--- src/rtl/uart_cmd_seq.sv ---
// uart_cmd_seq: assembles received UART bytes into 16-bit commands; UART_CMD_CHKSUM_EN adds a checksum byte
module uart_cmd_seq #(
    parameter int TMO_CYC = 52080,
    parameter int TMO_W   = 16
) (
    input  logic        clk,
    input  logic        rst,
    input  logic        rx_rdy,
    input  logic [7:0]  rx_data,
    output logic        clr_rx_rdy,
    output logic [15:0] cmd,
    output logic        cmd_rdy,
    input  logic        clr_cmd_rdy,
    output logic        cmd_ovfl,
    output logic        tmo_err
`ifdef UART_CMD_CHKSUM_EN
    , output logic      chk_err
`endif
);
    localparam logic [1:0] WAIT_HI  = 2'd0;
    localparam logic [1:0] WAIT_LO  = 2'd1;
    localparam logic [1:0] WAIT_CHK = 2'd2;
    localparam logic [TMO_W-1:0] TMO_END = TMO_W'(TMO_CYC - 1);
    logic [1:0]       state;
    logic [7:0]       hi;
    logic [TMO_W-1:0] cnt;
    logic             accept;
    logic             ok;
    logic [15:0]      nxt_cmd;
`ifdef UART_CMD_CHKSUM_EN
    localparam logic [1:0] LAST = WAIT_CHK;
    logic [7:0] lo;
    assign ok      = rx_data == (hi ^ lo ^ 8'hA5);
    assign nxt_cmd = {hi, lo};
`else
    localparam logic [1:0] LAST = WAIT_LO;
    assign ok      = 1'b1;
    assign nxt_cmd = {hi, rx_data};
`endif
    assign accept     = rx_rdy && !rst;
    assign clr_rx_rdy = accept;
    always_ff @(posedge clk) begin
        if (rst) begin
            state    <= WAIT_HI;
            hi       <= 8'h00;
            cnt      <= '0;
            cmd      <= 16'h0000;
            cmd_rdy  <= 1'b0;
            cmd_ovfl <= 1'b0;
            tmo_err  <= 1'b0;
`ifdef UART_CMD_CHKSUM_EN
            lo       <= 8'h00;
            chk_err  <= 1'b0;
`endif
        end else begin
            tmo_err <= 1'b0;
`ifdef UART_CMD_CHKSUM_EN
            chk_err <= accept && state == WAIT_CHK && !ok;
            if (accept && state == WAIT_LO) lo <= rx_data;
`endif
            if (clr_cmd_rdy) cmd_rdy <= 1'b0;
            if (accept) begin
                cnt   <= '0;
                state <= state == WAIT_HI ? WAIT_LO : state == LAST ? WAIT_HI : WAIT_CHK;
                if (state == WAIT_HI) hi <= rx_data;
                if (state == LAST && ok) begin
                    if (cmd_rdy && !clr_cmd_rdy) begin
                        cmd_ovfl <= 1'b1;
                    end else begin
                        cmd     <= nxt_cmd;
                        cmd_rdy <= 1'b1;
                    end
                end
            end else if (state != WAIT_HI) begin
                if (cnt == TMO_END) begin
                    cnt     <= '0;
                    tmo_err <= 1'b1;
                    state   <= WAIT_HI;
                end else begin
                    cnt <= cnt + 1'b1;
                end
            end
        end
    end
endmodule

--- config.mk ---
export PLATFORM = sky130hd
export DESIGN_NAME = uart_cmd_seq
export DESIGN_NICKNAME = d
export VERILOG_FILES = /design/src/rtl/uart_cmd_seq.sv
export SDC_FILE = /design/constraint.sdc
export NUM_CORES = 1
export LEC_CHECK = 0
export BUFFER_PORTS_ARGS = -buffer_cell sky130_fd_sc_hd__buf_4
export CORE_MARGIN = 8
export CORE_UTILIZATION = 40
export CTS_BUF_LIST = sky130_fd_sc_hd__clkbuf_8
export DETAILED_ROUTE_END_ITERATION = 8
export PLACE_DENSITY = 0.66
export SYNTH_ARGS = -nofsm -noshare
export SYNTH_HDL_FRONTEND = slang
export SYNTH_SLANG_ARGS = --single-unit
--- constraint.sdc ---
create_clock -name clk -period 2.2 [get_ports clk]
set_clock_uncertainty 0.05 [all_clocks]
set_input_delay 0.11 -clock clk [delete_from_list [all_inputs] [get_ports clk]]
set_output_delay 0.11 -clock clk [all_outputs]
set_load 0.005 [all_outputs]
==> results.md <==
* **run status** complete, no violations
* **number of gates given a new drive strength after cts** 0
* **post-route cell area** 2300 um2
* **CTS HTree Levels** 2
* **kind of start point of the critical path** register
* **total congestion overflow** 0
* **maximum fanout along the worst path** 4
* **synth warn** 0
* **fraction of final layout cells sized beyond drive strength 1** 21.5%
* **number of buffers inserted by port buffering** 31
* **cell-by-cell listing of the critical path** ha_1 > nand4b_1 > or4_1 > or3_4 > a31o_1
* **number of placement rows** 24
* **Final Max Tran Viols** 0
* **RSZ-0062 raised after global routing** false
* **Core ar.** 4350 um2
* **DIE AREA** 6910 um2
* **worst endpoint required time** 2.35 ns
* **TritonCTS clock tree** yes
* **CTS sink count** 45
* **async set-reset flop share out of synthesis** 0%
* **number of synthesized register bits** 45
* **Synth top area share** 50.0%
* **largest stage delay on the critical path** 0.55 ns
* **ratio of final minimum period to clock period** 92.4%
* **die extent in x** 83.1 um
* **kind of critical path** register to register
* **biggest area contributors in the synthesized netlist** sky130_fd_sc_hd__dfxtp_1 50%, sky130_fd_sc_hd__mux2i_1 8.9%, sky130_fd_sc_hd__nor2_1 7.3%
* **Setup Total Neg Slack** 0 ns
* **Die Height** 83.1 um
* **routed via count divided by cell count** 4.99
* **number of maximum-capacitance violations** 0
* **Synth area leader** sky130_fd_sc_hd__dfxtp_1
* **cell count after placement** 272
* **via count of the first global-routing pass** 1,406
* **global placer's final weighted congestion** 0.790
* **count of TritonRoute iterations in the first routing pass** 4
* **Detailed Route Iter0 Violations** 42
* **Hold Crit Class** primary input to register
* **number of hold violations in the final report** 0
* **Design Power** 0.00157 W
* **sequential share of the synthesized area** 50.0%
* **register clock-pin slew on the reported worst setup and hold paths** 0.08 ns
* **antenna diode instance count** 0
* **power per standard cell area** 683 nW/um2
* **most numerous cell in the Yosys netlist** sky130_fd_sc_hd__dfxtp_1
* **synthesized netlist cell count** 192
* **number of flops mapped to enable cells by yosys** 0
* **minimum period implied by the final worst setup slack** 2.03 ns
* **average instance area after synthesis** 9.39 um2
* **LEAKAGE** 0.959 nW
* **I/O pin count** 32
* **number of distinct library cells after synthesis** 38
* **post-detailed-route count of antenna-violating nets** 0
* **worst voltage drop across the vdd grid** 0.336 mV
* **critical-path cell with the highest stage delay** sky130_fd_sc_hd__or4_1
* **first-pass GRT wire length** 6420 um
* **Clock Tree Root** sky130_fd_sc_hd__clkbuf_8
* **Post-DP HPWL** 2510 um
* **largest net degree at the start of global routing** 24
* **TritonCTS Buffers** 5
* **type of destination of the critical path** register
* **P&R area growth vs syn** 27.4%
* **net count after synthesis** 205
* **Initial Utilization** 41.4%
* **residual DRC count** 0
* **global router's overall resource usage** 10.9%
* **setup bufs post-CTS** 0
* **list of most frequent post-synthesis cells** 45 x sky130_fd_sc_hd__dfxtp_1, 35 x sky130_fd_sc_hd__nor2_1, 23 x sky130_fd_sc_hd__nand2_1
* **Peak Freq** 492 MHz
* **netlist area before placement** 1800 um2
* **count of vias placed by the detailed router** 1,443
* **number of filler instances in the final layout** 411
* **final layout net count** 249
* **number of standard cells in the layout, taps in and fillers out** 289
* **total wire length** 3630 um
* **relative slew slack** 60.4%
* **slew at the pin closest to its max-slew limit** 0.588 ns
* **antenna violations before repair** 0
* **arrival time at the worst endpoint** 2.18 ns
* **top flip-flop cell by instance count after synthesis** sky130_fd_sc_hd__dfxtp_1
* **Worst Hold Slack** 0.0573 ns
* **average wire length per cell after detail routing** 12.6 um
* **clock latency reported for the late side of the worst-skew pair** 0.30 ns
* **setup-violating endpoint count in the final report** 0
* **clk buf depth** 2
* **placed cell areas** 2090 um2
==> routing by layer <==
layer,share of wire [%],up-vias,track usage (%)
li1,-,743,-
met1,49,664,12.8
met2,45,31,17.3
met3,5.6,5,3.91
met4,1.3,0,4.79
met5,0,-,0
==> registers in the layout, summed over array words and instances (netlist names) <==
signal	cells
cmd_rdy	1
cmd_ovfl	1
cnt	16
hi	8
state	2
cmd	16
tmo_err	1
==> critical path: cells and delay by family (launching register included) <==
kind	cells	cell delay, ns
AOI/OAI and AO/OA	1	0.22
adders and majority gates	1	0.21
DFF	1	0.40
and+or+nand+nor	3	1.05
==> per-stage QoR <==
stage | worst slack [ns] | util (%)
CTS | 0.156 | 52.8
global route | 0.0671 | 52.8
floorplan | 0.234 | -
finish | 0.167 | 52.8
global placement | 0.268 | 48.0
detailed placement | 0.176 | 48.0
==> path summary, 6_finish.rpt <==
| path | endpoint | start | slack, ns | cells after the start |
|---|---|---|---|---|
| max | state[0] | cnt[0] | 0.17 | 5 |
| min | cmd_rdy | clr_cmd_rdy | 0.06 | 3 |
| max reg2reg | state[0] | cnt[0] | 0.17 | 5 |
| min reg2reg | hi[6] | hi[6] | 0.41 | 2 |
==> final cells by class <==
type	count	area, um2	share of cell area, %
flip-flops and latches	45	901	39.2
inverters	5	18.8	0.817
multi-input cells	136	852	37.1
well taps	52	65.1	2.83
repair buffers	43	345	15.0
clock buffers	5	68.8	3.00
clock inverters	3	46.3	2.02
==> cells in the final DEF (no fill, tap or decap), types with 2 or more instances in the layout <==
master                          instances
sky130_fd_sc_hd__dfxtp_1               45
sky130_fd_sc_hd__nor2_1                35
sky130_fd_sc_hd__buf_4                 34
sky130_fd_sc_hd__nand2_1               23
sky130_fd_sc_hd__mux2i_1               16
sky130_fd_sc_hd__o21ai_0               13
sky130_fd_sc_hd__xnor2_1               11
sky130_fd_sc_hd__dlygate4sd3_1          9
sky130_fd_sc_hd__clkbuf_8               5
sky130_fd_sc_hd__inv_1                  4
sky130_fd_sc_hd__nor4_1                 4
sky130_fd_sc_hd__nand3_1                3
sky130_fd_sc_hd__nor3_1                 3
sky130_fd_sc_hd__or3_1                  2
sky130_fd_sc_hd__a21oi_1                2
sky130_fd_sc_hd__xor2_1                 2
sky130_fd_sc_hd__nand4_1                2
==> timing repair <==
action,CTS,global route
endpoints found under the hold margin,14,0
endpoints found under the setup margin,0,0
hold buffers,9,0
==> cell families after synthesis <==
family          after synthesis  synth area share [%]
xor+xnor                     13                  6.32
simple gates                 83                  22.6
compound gates               23                  8.81
mux                          16                  8.88
flops                        45                  50.0
fa+ha+maj                     1                 0.694
buf+inv                      11                  2.77
==> report_power, final <==
group | switching, W | internal, W
registers | 0.0000132 | 0.000834
logic | 0.0000483 | 0.0000523
clock network | 0.000283 | 0.000340
total | 0.000344 | 0.00123
Note: power is estimated with default switching activity, not from simulation.
